--- src/rtl/my_cpu_mem_ctrl_pkg.sv ---
// Shared types and constants for the data-memory access sequencer.
// Holds the funct3 access codes and the FSM state encoding.
package my_cpu_mem_ctrl_pkg;

  localparam logic [2:0] RW_B  = 3'b000;
  localparam logic [2:0] RW_H  = 3'b001;
  localparam logic [2:0] RW_W  = 3'b010;
  localparam logic [2:0] RW_BU = 3'b100;
  localparam logic [2:0] RW_HU = 3'b101;

  typedef enum logic [1:0] {
    ST_IDLE = 2'b00,
    ST_BUSY = 2'b01,
    ST_DONE = 2'b10,
    ST_ERR  = 2'b11
  } memctrl_state_t;

endpackage

--- src/rtl/my_cpu_mem_ctrl_if.sv ---
// Word-aligned handshaked data-memory bus.
// master = access sequencer, slave = memory.
interface my_cpu_mem_ctrl_if;

  logic        mem_valid;
  logic        mem_we;
  logic [31:0] mem_addr;
  logic [3:0]  mem_wstrb;
  logic [31:0] mem_wdata;
  logic        mem_ready;
  logic [31:0] mem_rdata;

  modport master (
    output mem_valid, mem_we, mem_addr,
    output mem_wstrb, mem_wdata,
    input  mem_ready, mem_rdata
  );

  modport slave (
    input  mem_valid, mem_we, mem_addr,
    input  mem_wstrb, mem_wdata,
    output mem_ready, mem_rdata
  );

endinterface

--- src/rtl/my_cpu_mem_ctrl_align.sv ---
// Combinational lane logic: legality, store lanes, load extract.
// Byte offset is the low two address bits.
module my_cpu_mem_ctrl_align
  import my_cpu_mem_ctrl_pkg::*;
(
  input  logic        i_we,
  input  logic [2:0]  i_type,
  input  logic [1:0]  i_off,
  input  logic [31:0] i_wdata,
  input  logic [31:0] i_rdata,
  output logic        o_legal,
  output logic [3:0]  o_wstrb,
  output logic [31:0] o_wdata,
  output logic [31:0] o_ldata
);

  logic [31:0] w_sh;

  assign w_sh = i_rdata >> {i_off, 3'b000};

  // Legality and store lane generation per access type
  always_comb begin
    o_legal = 1'b0;
    o_wstrb = 4'b0000;
    o_wdata = i_wdata;
    case (i_type)
      RW_B: begin
        o_legal = 1'b1;
        o_wstrb = 4'b0001 << i_off;
        o_wdata = {4{i_wdata[7:0]}};
      end
      RW_H: begin
        o_legal = ~i_off[0];
        o_wstrb = 4'b0011 << {i_off[1], 1'b0};
        o_wdata = {2{i_wdata[15:0]}};
      end
      RW_W: begin
        o_legal = (i_off == 2'b00);
        o_wstrb = 4'b1111;
      end
      RW_BU: o_legal = ~i_we;
      RW_HU: o_legal = ~i_we & ~i_off[0];
      default: o_legal = 1'b0;
    endcase
    if (!i_we)
      o_wstrb = 4'b0000;
  end

  // Load data extraction and extension
  always_comb begin
    o_ldata = w_sh;
    case (i_type)
      RW_B:  o_ldata = {{24{w_sh[7]}}, w_sh[7:0]};
      RW_H:  o_ldata = {{16{w_sh[15]}}, w_sh[15:0]};
      RW_BU: o_ldata = {24'h0, w_sh[7:0]};
      RW_HU: o_ldata = {16'h0, w_sh[15:0]};
      default: o_ldata = w_sh;
    endcase
  end

endmodule

--- src/rtl/my_cpu_mem_ctrl.sv ---
// Multi-cycle load/store sequencer between datapath and data memory.
// FSM IDLE -> BUSY -> DONE/ERR -> IDLE with optional bus timeout.
module my_cpu_mem_ctrl #(
  parameter int TIMEOUT = 16,
  parameter int CNT_W   = 8
) (
  input  logic        clk,
  input  logic        rst_n,
  input  logic        cpu_req,
  input  logic        MemRW,
  input  logic [2:0]  RWType,
  input  logic [31:0] cpu_addr,
  input  logic [31:0] cpu_wdata,
  output logic        stall,
  output logic        done,
  output logic        err,
  output logic [31:0] cpu_rdata,
  my_cpu_mem_ctrl_if.master bus
);

  import my_cpu_mem_ctrl_pkg::*;

  localparam logic [CNT_W-1:0] LP_LAST = CNT_W'(TIMEOUT - 1);

  memctrl_state_t r_state;
  logic [CNT_W-1:0] r_cnt;
  logic        r_we;
  logic [2:0]  r_type;
  logic [1:0]  r_off;
  logic        r_valid;
  logic        r_mwe;
  logic [31:0] r_maddr;
  logic [3:0]  r_wstrb;
  logic [31:0] r_wdata;
  logic [31:0] r_rdata;
  logic        r_done;
  logic        r_err;

  logic        w_idle;
  logic        w_we;
  logic [2:0]  w_type;
  logic [1:0]  w_off;
  logic        w_legal;
  logic [3:0]  w_wstrb;
  logic [31:0] w_wdata;
  logic [31:0] w_ldata;

  assign w_idle = (r_state == ST_IDLE);
  assign w_we   = w_idle ? MemRW : r_we;
  assign w_type = w_idle ? RWType : r_type;
  assign w_off  = w_idle ? cpu_addr[1:0] : r_off;

  my_cpu_mem_ctrl_align u_align (
    .i_we    (w_we),
    .i_type  (w_type),
    .i_off   (w_off),
    .i_wdata (cpu_wdata),
    .i_rdata (bus.mem_rdata),
    .o_legal (w_legal),
    .o_wstrb (w_wstrb),
    .o_wdata (w_wdata),
    .o_ldata (w_ldata)
  );

  // Pipeline freeze: follows request in IDLE, held through BUSY
  always_comb begin
    stall = 1'b0;
    if (r_state == ST_IDLE)
      stall = cpu_req;
    else if (r_state == ST_BUSY)
      stall = 1'b1;
  end

  assign done          = r_done;
  assign err           = r_err;
  assign cpu_rdata     = (r_state == ST_ERR) ? 32'h0 : r_rdata;
  assign bus.mem_valid = r_valid;
  assign bus.mem_we    = r_mwe;
  assign bus.mem_addr  = r_maddr;
  assign bus.mem_wstrb = r_wstrb;
  assign bus.mem_wdata = r_wdata;

  // Access FSM, wait counter, request latches and registered outputs
  always_ff @(posedge clk) begin
    if (!rst_n) begin
      r_state <= ST_IDLE;
      r_cnt   <= '0;
      r_we    <= 1'b0;
      r_type  <= 3'b000;
      r_off   <= 2'b00;
      r_valid <= 1'b0;
      r_mwe   <= 1'b0;
      r_maddr <= 32'h0;
      r_wstrb <= 4'b0000;
      r_wdata <= 32'h0;
      r_rdata <= 32'h0;
      r_done  <= 1'b0;
      r_err   <= 1'b0;
    end else begin
      unique case (r_state)
        ST_IDLE: begin
          if (cpu_req) begin
            r_we   <= MemRW;
            r_type <= RWType;
            r_off  <= cpu_addr[1:0];
            r_cnt  <= '0;
            if (w_legal) begin
              r_state <= ST_BUSY;
              r_valid <= 1'b1;
              r_mwe   <= MemRW;
              r_maddr <= {cpu_addr[31:2], 2'b00};
              r_wstrb <= w_wstrb;
              r_wdata <= w_wdata;
            end else begin
              r_state <= ST_ERR;
              r_done  <= 1'b1;
              r_err   <= 1'b1;
            end
          end
        end
        ST_BUSY: begin
          if (bus.mem_ready) begin
            r_state <= ST_DONE;
            r_valid <= 1'b0;
            r_mwe   <= 1'b0;
            r_wstrb <= 4'b0000;
            r_done  <= 1'b1;
            if (!r_we)
              r_rdata <= w_ldata;
          end else if ((TIMEOUT != 0) && (r_cnt == LP_LAST)) begin
            r_state <= ST_ERR;
            r_valid <= 1'b0;
            r_mwe   <= 1'b0;
            r_wstrb <= 4'b0000;
            r_done  <= 1'b1;
            r_err   <= 1'b1;
          end else begin
            r_cnt <= r_cnt + 1'b1;
          end
        end
        ST_DONE, ST_ERR: begin
          r_state <= ST_IDLE;
          r_done  <= 1'b0;
          r_err   <= 1'b0;
        end
        default: r_state <= ST_IDLE;
      endcase
    end
  end

endmodule

--- src/flat_wrapper.sv ---
// flat-port wrapper written by rule: the top's interface ports become plain ports
module my_cpu_mem_ctrl_flat import my_cpu_mem_ctrl_pkg::*;
#(
  parameter int TIMEOUT = 16,
  parameter int CNT_W   = 8
)
  (clk, rst_n, cpu_req, MemRW, RWType, cpu_addr, cpu_wdata, stall, done, err, cpu_rdata, bus_mem_valid, bus_mem_we, bus_mem_addr, bus_mem_wstrb, bus_mem_wdata, bus_mem_ready, bus_mem_rdata);
  my_cpu_mem_ctrl_if bus_i ();
  input  logic clk;
  input  logic rst_n;
  input  logic cpu_req;
  input  logic MemRW;
  input  logic [2:0] RWType;
  input  logic [31:0] cpu_addr;
  input  logic [31:0] cpu_wdata;
  output logic stall;
  output logic done;
  output logic err;
  output logic [31:0] cpu_rdata;
  output wire logic [$bits(bus_i.mem_valid)-1:0] bus_mem_valid;
  output wire logic [$bits(bus_i.mem_we)-1:0] bus_mem_we;
  output wire logic [$bits(bus_i.mem_addr)-1:0] bus_mem_addr;
  output wire logic [$bits(bus_i.mem_wstrb)-1:0] bus_mem_wstrb;
  output wire logic [$bits(bus_i.mem_wdata)-1:0] bus_mem_wdata;
  input wire logic [$bits(bus_i.mem_ready)-1:0] bus_mem_ready;
  input wire logic [$bits(bus_i.mem_rdata)-1:0] bus_mem_rdata;
  assign bus_mem_valid = bus_i.mem_valid;
  assign bus_mem_we = bus_i.mem_we;
  assign bus_mem_addr = bus_i.mem_addr;
  assign bus_mem_wstrb = bus_i.mem_wstrb;
  assign bus_mem_wdata = bus_i.mem_wdata;
  assign bus_i.mem_ready = bus_mem_ready;
  assign bus_i.mem_rdata = bus_mem_rdata;
  my_cpu_mem_ctrl #(.TIMEOUT(TIMEOUT), .CNT_W(CNT_W)) u_core (.clk(clk), .rst_n(rst_n), .cpu_req(cpu_req), .MemRW(MemRW), .RWType(RWType), .cpu_addr(cpu_addr), .cpu_wdata(cpu_wdata), .stall(stall), .done(done), .err(err), .cpu_rdata(cpu_rdata), .bus(bus_i));
endmodule
--- config.mk ---
export PLATFORM = sky130hd
export DESIGN_NAME = my_cpu_mem_ctrl_flat
export DESIGN_NICKNAME = d
export VERILOG_FILES = /design/src/rtl/my_cpu_mem_ctrl_pkg.sv /design/src/rtl/my_cpu_mem_ctrl_if.sv /design/src/rtl/my_cpu_mem_ctrl_align.sv /design/src/rtl/my_cpu_mem_ctrl.sv /design/src/flat_wrapper.sv
export SDC_FILE = /design/constraint.sdc
export NUM_CORES = 1
export LEC_CHECK = 0
export ABC_AREA = 1
export BUFFER_PORTS_ARGS = -buffer_cell sky130_fd_sc_hd__buf_4
export CORE_ASPECT_RATIO = 1.2
export CORE_MARGIN = 2
export CORE_UTILIZATION = 40
export CTS_BUF_LIST = sky130_fd_sc_hd__clkbuf_8
export DETAILED_ROUTE_END_ITERATION = 8
export PLACE_DENSITY_LB_ADDON = 0.05
export SLEW_MARGIN = 20
export SYNTH_ARGS = -nofsm -noshare
export SYNTH_HDL_FRONTEND = slang
export SYNTH_SLANG_ARGS = --single-unit
--- constraint.sdc ---
create_clock -name clk -period 4.3 [get_ports clk]
set_clock_uncertainty 0.1 [all_clocks]
set_input_delay 0.215 -clock clk [delete_from_list [all_inputs] [get_ports clk]]
set_output_delay 0.215 -clock clk [all_outputs]
set_load 0.02 [all_outputs]
==> results of run 1 <==
-- cell families (layout without fill, tap and decap cells) --
family          Yosys count  count (layout)  synth area share (%)
simple gates            583             583                  37.7
buf+inv                 217             481                  14.2
flops                   118             118                  37.5
compound gates          117             117                  10.2
fa+ha+maj                 1               1                 0.199
other cells               1               2                0.0596
xor+xnor                  1               1                 0.139
-- sequential cells by signal (all words and copies together) (netlist names) --
signal	cells
u_core.bus.mem_addr	30
u_core.bus.mem_valid	1
u_core.bus.mem_wdata	32
u_core.bus.mem_we	1
u_core.bus.mem_wstrb	4
u_core.done	1
u_core.err	1
u_core.r_cnt	8
u_core.r_off	2
u_core.r_rdata	32
u_core.r_state	2
u_core.r_type	3
u_core.r_we	1
-- final cells by class --
| class | count | area, um2 | area share (%) |
|---|---|---|---|
| clock buffers | 18 | 248 | 2.73 |
| clock inverters | 14 | 224 | 2.47 |
| inverters | 167 | 627 | 6.91 |
| multi-input cells | 704 | 3040 | 33.5 |
| flip-flops and latches | 118 | 2360 | 26.0 |
| well taps | 208 | 260 | 2.87 |
| repair buffers | 282 | 2310 | 25.5 |
-- routing by layer --
metal | vias to the layer above | GRT usage, %
met4 | 0 | 7.71
met1 | 2985 | 26.8
met5 | - | 0
met3 | 27 | 5.47
li1 | 3642 | -
met2 | 165 | 39.3
-- cell usage in the layout (no fill, tap or decap), types with 2 or more instances in the layout --
cell	count
o211ai_1	7
buf_4	209
clkbuf_8	18
dlygate4sd3_1	72
or2_2	2
nor2_1	197
nand4_1	2
bufinv_16	5
nor3_1	6
dfxtp_1	118
nand3_1	50
nand2_1	307
o21ai_0	33
inv_6	2
a31oi_1	8
clkinvlp_4	4
clkinv_4	3
nor2_4	2
a21oi_1	61
a211oi_1	3
inv_2	4
nor2_2	2
clkinv_1	2
inv_1	161
nand2_2	8
o21ai_1	2
conb_1	2
-- worst max-delay path by stage --
stage	start	endpoint	slack [ps]	depth (start not counted)
final	u_core.r_state[1]	u_core.r_rdata[13]	1440	11
after global routing	u_core.r_state[1]	u_core.r_rdata[21]	1130	11
after CTS	u_core.r_state[1]	u_core.r_rdata[17]	1420	11
after detailed placement	u_core.r_state[1]	u_core.r_rdata[17]	1460	11
after global placement	u_core.r_state[1]	u_core.r_rdata[30]	1500	10
after floorplan	u_core.r_state[1]	u_core.r_rdata[22]	2460	11
-- what timing repair did --
action | in CTS | in global routing
gates resized for setup | 0 | 0
hold buffers | 72 | 0
endpoints found under the hold margin | 67 | 0
endpoints found under the setup margin | 0 | 0
-- power groups by stage --
stage / clock [mW] / combinational (mW) / sequential, mW
floorplan: 0 / 1.05 / 1.59
global placement: 0 / 1.78 / 1.41
detailed placement: 0 / 1.79 / 1.42
CTS: 1.24 / 1.87 / 1.39
global route: 1.28 / 2.08 / 1.42
finish: 1.21 / 1.86 / 1.39
-- stage by stage --
step	setup WS, ps	power, mW
2_1_floorplan	2460	2.64
3_5_place_dp	1460	3.21
5_1_grt	1130	4.78
6_report	1440	4.46
4_1_cts	1420	4.50
3_3_place_gp	1500	3.20
-- worst max-delay path, delay by kind of cell (launching register included) --
family / cells / cell delay [ps]
AND/OR/NAND/NOR: 9 / 1870
buffers and inverters: 2 / 430
flip-flops: 1 / 390
==> impl_metrics.ini, run 1 <==
[sta]
min_period_over_period_pct = 66.5
finalCriticalPeriod_ps = 2860
max_freq_mhz = 350
max_slew_margin_pct = 34.6
setup_viol = 0
rsz0062_at_grt = no
fin_setup_tns_ps = 0
tightest_slew_ps = 979
drv_slew = 0
hold_viol_final = 0
fin_hold_ws_ps = 23.1

[logic_synthesis]
synth_edf_count = 0
avgSynthCellArea_um2 = 6.07
synth_cells = 1038
synth_area_mm2 = 0.00630
yosysTopAreaCellShare_pct = 37.5
ys_ff_latch = 118
synth.most_common_cell = nand2_1
synthTopCellsByArea = dfxtp_1 38%, nand2_1 18%, nor2_1 12%, inv_1 9.6%, a21oi_1 4.8%
ys_seq_area_share_pct = 37.5
synthFlopType = dfxtp_1
synth_common_cells = 307 x nand2_1, 197 x nor2_1, 161 x inv_1, 118 x dfxtp_1, 61 x a21oi_1
ys_warn_count = 0
postSynth.asyncResetShare_pct = 0
synth_top_area_cell = dfxtp_1
synthDistinctLibCells = 37

[global_route]
grt_max_degree = 126
grt_overflow = 0
grt_pass1_wl_mm = 30.4
antenna_found_initial = 0
grt_pass1_vias = 6329
grt.total_usage_pct = 22.4

[min_path]
holdPathStages = 3
hp-start = RWType[1]
hold-path-endpoint = u_core.r_type[1]
min_path_type = in2reg

[drt]
num_vias = 6819
wirelength_mm = 18.8
drc = 0
met3_length_mm = 1.06
postRouteAntennaNets = 0
met1_length_mm = 8.07
vias_per_cell = 4.51
first_pass_iters = 5
routedWlPerCell_um = 12.4
dr_wl_met2_mm = 9.32
top_layer_used = met4
drtIter0Drc = 419

[floorplan]
rows = 50
coreArea_mm2 = 0.0155
die_area_mm2 = 0.0168
die_y_um = 141
ios = 209
start_util_pct = 40.6
dieWidth_um = 119

[clock_tree]
cts_made_buffers = 17
clockBufferDepth = 2
h-tree-depth = 4
cts_tree = done
clkTransAtPathRegs_ps = 70
clkSinkCount = 118
clk_latency_ps = 440
postCtsSetupBuffers = 0
cts_root_buf = clkbuf_8

[setup_path]
cpMostUsedCell = nand2_1
worstPathCellList = nor2_4 > nand2_1 > nand2_2 > nand2_4 > inv_1 > nand2_1 > nand3_1 > nand2_1 > nand3_1 > nand2_1 > inv_1
critPathRequiredTime_ps = 4590
r2r-start = u_core.r_state[1]
r2r_slack_ps = 1440
max_stage_delay_ps = 490
end_kind = register
crit_fanout = 24
critPathLaunchType = register
crit_slowest_cell = nand2_1
worst_ep_arrival_time_ps = 3150
r2r_end = u_core.r_rdata[13]
ff2ff_path_depth = 11
critical_path_class = reg2reg

[final_layout]
n_antenna_cell = 0
drive_above_1_share_pct = 20.6
nets = 1395
fin_cells = 1511
final_area_mm2 = 0.00907
syn_to_final_growth_pct = 44.1
fin_util_pct = 58.5
fill_cells = 1635

[outcome]
outcome = completed

[power_and_ir_drop]
p_int_mw = 2.70
p_sw_share_pct = 39.5
p_comb_share_pct = 41.7
power_frac_seq_pct = 31.2
power.leakage_nw = 4.85
irDropWorstVdd_mv = 0.353
switching_power_mw = 1.76
power_frac_clock_pct = 27.0
power_density_mw_per_mm2 = 492

[place]
hpwl_mm = 12.8
gp_congestion = 0.846
portBuffers = 206
place_area_mm2 = 0.00788
place_inst = 1407

[flow_run]
max_cap_violations = 0
(Power assumes the default switching activity.)
==> inputs of run 2 (changes only) <==
- ABC_AREA: 1 -> 0
- clock period: 4.3 -> 2.5 ns (I/O delays scaled with it)
==> run 2 against run 1 <==
  * Combinational power down 17%
  * Wire length up 7.1%
  * Maximum frequency up 23%
  * Setup slack worse by 1300 ps
  * Register-to-register slack got worse by 1300 ps
  * Final cell count fell by 21%
  * Via count is 5.4% lower
  * Largest cell class unchanged
==> impl_metrics.ini, run 2 <==
[clock_tree]
clkSinkCount = 118
postCtsSetupBuffers = 0
cts_root_buf = clkbuf_8
cts_tree = done
clk_latency_ps = 440
cts_made_buffers = 17
clkTransAtPathRegs_ps = 80
clockBufferDepth = 2
h-tree-depth = 4

[logic_synthesis]
synth_edf_count = 0
synthDistinctLibCells = 58
synth_common_cells = 123 x nand2_1, 118 x dfxtp_1, 48 x o21ai_0, 47 x mux2i_1, 41 x a21oi_1
yosysTopAreaCellShare_pct = 39.6
synth_top_area_cell = dfxtp_1
synthFlopType = dfxtp_1
synth_area_mm2 = 0.00597
synthTopCellsByArea = dfxtp_1 40%, mux2i_1 7.9%, nand2_1 7.7%, o21ai_0 4.0%, and2_1 3.9%
synth.most_common_cell = nand2_1
ys_seq_area_share_pct = 39.6
synth_cells = 715
postSynth.asyncResetShare_pct = 0
ys_ff_latch = 118
ys_warn_count = 0
avgSynthCellArea_um2 = 8.35

[drt]
vias_per_cell = 5.37
first_pass_iters = 5
num_vias = 6450
drtIter0Drc = 366
routedWlPerCell_um = 16.8
postRouteAntennaNets = 0
wirelength_mm = 20.1
drc = 0

[final_layout]
final_area_mm2 = 0.00890
syn_to_final_growth_pct = 49.2
layout_common_cells = 229 x buf_4, 122 x nand2_1, 118 x dfxtp_1
nets = 1093
drive_above_1_share_pct = 29.1
fin_util_pct = 61.5
n_antenna_cell = 0
final_common_cell = buf_4
fill_cells = 1271

[setup_path]
critPathRequiredTime_ps = 2770
worst_ep_arrival_time_ps = 2600
r2r_slack_ps = 170
critical_path_class = reg2reg
critPathLaunchType = register
end_kind = register
crit_fanout = 62

[global_route]
grt_overflow = 0
antenna_found_initial = 0
grt_pass1_vias = 6430
met1_usage_pct = 29.7
busiest_layer = met2
grt_max_degree = 71
grt_use_met3_pct = 7.04
grt_pass1_wl_mm = 31.9
grt.total_usage_pct = 25.2
met2_usage_pct = 42.9

[floorplan]
rows = 48
ios = 209
coreArea_mm2 = 0.0145
die_area_mm2 = 0.0159
die_y_um = 138
start_util_pct = 41.2
dieWidth_um = 116

[place]
place_area_mm2 = 0.00769
gp_congestion = 0.907
hpwl_mm = 13.9
portBuffers = 206
pre_cts_ws_ps = 172

[sta]
setup_ws_ps = 168
setup_viol = 0
min_period_over_period_pct = 93.3
fin_setup_tns_ps = 0
finalCriticalPeriod_ps = 2330
hold_viol_final = 0
drv_slew = 0
max_freq_mhz = 429
rsz0062_at_grt = no
tightest_slew_ps = 683
max_slew_margin_pct = 54.5

[flow_run]
max_cap_violations = 0

[outcome]
outcome = completed

[power_and_ir_drop]
irDropWorstVdd_mv = 0.311
power.leakage_nw = 3.90
power_density_mw_per_mm2 = 608

[min_path]
min_path_type = in2reg
[run 2: cell types whose count changed in the layout (fill, tap and decap cells not counted), moves of 15 or more]
cell / change
o211a_1: +16
a211oi_1: +16
and3_1: +15
inv_1: -157
mux2i_1: +47
a21oi_1: -20
buf_4: +20
nand4_1: +25
nand3_1: -25
o21ai_0: +15
and2_1: +36
nor2_1: -176
nand2_1: -185
[run 2: cell type report]
class	count	area, um2	area share (%)
multi-input cells	535	3310	37.2
repair buffers	311	2560	28.7
flip-flops and latches	118	2360	26.5
well taps	200	250	2.81
clock buffers	18	248	2.78
clock inverters	14	153	1.71
inverters	5	18.8	0.211
[run 2: final timing paths]
| check | from | to | cells past startpoint |
|---|---|---|---|
| worst min-delay path | bus_mem_rdata[11] | u_core.r_rdata[3] | 4 |
| worst min register to register | u_core.bus.mem_wdata[1] | u_core.bus.mem_wdata[1] | 2 |
| worst max-delay path | u_core.r_state[0] | u_core.bus.mem_addr[22] | 6 |
| worst max register to register | u_core.r_state[0] | u_core.bus.mem_addr[22] | 6 |
[run 2: worst max-delay path, stage by stage (launching register included)]
cell     delay [ps]
dfxtp_1         380
or4_1           570
o31a_1          190
o31ai_4         190
and2_2          200
buf_12          320
mux2i_1         270
[run 2: repair_timing]
| item | CTS | global route |
|---|---|---|
| gates resized for setup | 0 | 2 |
| hold endpoints to repair | 93 | 0 |
| setup endpoints to repair | 0 | 18 |
| hold buffers | 80 | 0 |
[run 2: where the power goes]
group          internal, mW  leakage (nW)  switching, mW
registers              2.01         0.961         0.0855
clock network         0.917         0.192          0.847
logic                 0.682          2.75          0.872
total                  3.61          3.90           1.81
[run 2: per-stage QoR]
step | hold WS, ps | cells | power, mW
6_report | 39.9 | 1201 | 5.42
2_1_floorplan | 161 | 716 | 3.01
3_3_place_gp | 282 | 1089 | 3.55
4_1_cts | 18.5 | 1201 | 5.44
3_5_place_dp | 293 | 1089 | 3.57
5_1_grt | 48.1 | 1201 | 5.67
[run 2: logic make-up (layout without fill, tap and decap cells)]
kind of cell             count (synthesis)  count (layout)  synth area share [%]
AO/OA/AOI/OAI                          205             205                  23.6
XOR/XNOR                                 5               5                 0.734
adder cells (fa/ha/maj)                  1               1                 0.210
buffers and inverters                   63             348                  5.22
flip-flops                             118             118                  39.6
multiplexers                            48              48                  8.07
other                                    1               2                0.0628
AND/OR/NAND/NOR                        274             274                  22.5
[run 2: layer usage]
layer / vias to the layer above / wire length [um]
li1: 3141 / -
met3: 39 / 1350
met5: - / 0
met1: 3025 / 8250
met4: 0 / 442
met2: 245 / 10100
==> inputs of run 3 (changes only) <==
- CORE_MARGIN: 2 -> default
- RECOVER_POWER: default -> 25
==> run 3 against run 2 <==
  * Sequential cell count stayed put
  * Sequential power hardly changed
  * Maximum frequency is 0.93% lower
  * Setup slack worse by 22 ps
  * Via count is 1.1% higher
  * Non-clock buffer count is 2 higher
  * Core utilization is 1.4 points lower
  * Register-to-register slack worse by 20 ps
  * Clock power is 5% lower
  * Total power is 2.2% lower
  * Worst hold slack worse by 14 ps
  * Cell area is 2.3% lower
  * Critical path type unchanged
==> impl_metrics.ini, run 3 (synthesis results as in run 2) <==
[place]
pre_cts_ws_ps = 180
portBuffers = 206
gp_congestion = 0.901
place_area_mm2 = 0.00774
place_inst = 1092
hpwl_mm = 13.7

[clock_tree]
clk_latency_ps = 450
clockBufferDepth = 2
cts_tree = done
clkSinkCount = 118
h-tree-depth = 4
cts_root_buf = clkbuf_8
cts_made_buffers = 17
clkTransAtPathRegs_ps = 70

[min_path]
hp-start = cpu_req
holdPathStages = 4
min_path_type = in2reg
hold-path-endpoint = u_core.done

[final_layout]
fin_cells = 1203
final_common_cell = buf_4
final_area_mm2 = 0.00870
nets = 1095
fill_cells = 1314
seq_area_mm2 = 0.00236
syn_to_final_growth_pct = 45.8
fin_util_pct = 60.1
drive_above_1_share_pct = 23.7
multi_input_area_mm2 = 0.00331
n_antenna_cell = 0
layout_common_cells = 175 x buf_4, 122 x nand2_1, 118 x dfxtp_1

[global_route]
grt_overflow = 0
grt_max_degree = 93
antenna_found_initial = 0
grt.total_usage_pct = 26.2
grt_pass1_wl_mm = 31.6
grt_pass1_vias = 6232

[drt]
wirelength_mm = 20.1
drtIter0Drc = 307
num_vias = 6521
routedWlPerCell_um = 16.7
vias_per_cell = 5.42
postRouteAntennaNets = 0
drc = 0
first_pass_iters = 5

[power_and_ir_drop]
irDropWorstVdd_mv = 0.275
total_power_mw = 5.30
power_density_mw_per_mm2 = 609
power.leakage_nw = 3.69

[setup_path]
crit_fanout = 21
critPathRequiredTime_ps = 2710
r2r_end = u_core.r_rdata[25]
r2r-start = u_core.r_state[1]
ff2ff_path_depth = 6
max_stage_delay_ps = 590
r2r_slack_ps = 150
critPathLaunchType = register
critical_path_class = reg2reg
worstPathCellList = buf_4 > or3b_2 > nand3_1 > a21oi_1 > o21ai_2 > a31oi_1
end_kind = register
crit_slowest_cell = o21ai_2
worst_ep_arrival_time_ps = 2560

[sta]
fin_hold_ws_ps = 25.8
setup_viol = 0
min_period_over_period_pct = 94.1
finalCriticalPeriod_ps = 2350
tightest_slew_ps = 834
max_freq_mhz = 425
setup_ws_ps = 146
rsz0062_at_grt = no
fin_setup_tns_ps = 0
max_slew_margin_pct = 44.4
drv_slew = 0
hold_viol_final = 0

[floorplan]
dieWidth_um = 114
start_util_pct = 41.2
ios = 209
coreArea_mm2 = 0.0145
rows = 48
die_area_mm2 = 0.0154
die_y_um = 136

[outcome]
outcome = completed

[flow_run]
max_cap_violations = 0
[run 3: timing repair]
item | in CTS | in global routing
hold buffers | 79 | 0
endpoints found under the setup margin | 0 | 18
buffers inserted | 0 | 0
resized for setup | 0 | 1
endpoints found under the hold margin | 82 | 0
[run 3: layer usage]
metal	vias up	part of all wire, %	routed length, um	global-route usage (%)
li1	3139	-	-	-
met1	3081	41	8260	30.3
met2	263	50	10100	45.5
met3	38	6.8	1360	7.27
met4	0	2.2	437	10.3
met5	-	0	0	0
[run 3: cell type report]
class                   count  area share, %
multi-input cells         535           38.0
repair buffers            313           27.5
flip-flops and latches    118           27.1
well taps                 200           2.88
clock buffers              18           2.85
clock inverters            14           1.47
inverters                   5          0.216
[run 3: worst max path at each step]
stage / from / endpoint / slack [ps] / cells after the start
6_report: u_core.r_state[1] / u_core.r_rdata[25] / 150 / 6
4_1_cts: u_core.r_state[1] / cpu_rdata[8] / 60 / 5
2_1_floorplan: u_core.r_state[1] / u_core.bus.mem_addr[10] / 310 / 8
3_3_place_gp: u_core.r_state[1] / u_core.r_rdata[22] / 250 / 6
3_5_place_dp: u_core.r_state[1] / u_core.r_rdata[20] / 180 / 6
5_1_grt: u_core.r_state[1] / u_core.r_rdata[31] / 2 / 6
[run 3: critical path: cells and delay by family (launching register included)]
family | cells | cell delay [ps]
buf+inv | 1 | 240
flops | 1 | 390
compound gates | 3 | 870
simple gates | 2 | 610
[run 3: power by group]
group / switching [mW] / internal, mW
sequential: 0.0846 / 2.01
clock: 0.865 / 0.817
combinational: 0.877 / 0.644
total: 1.83 / 3.47
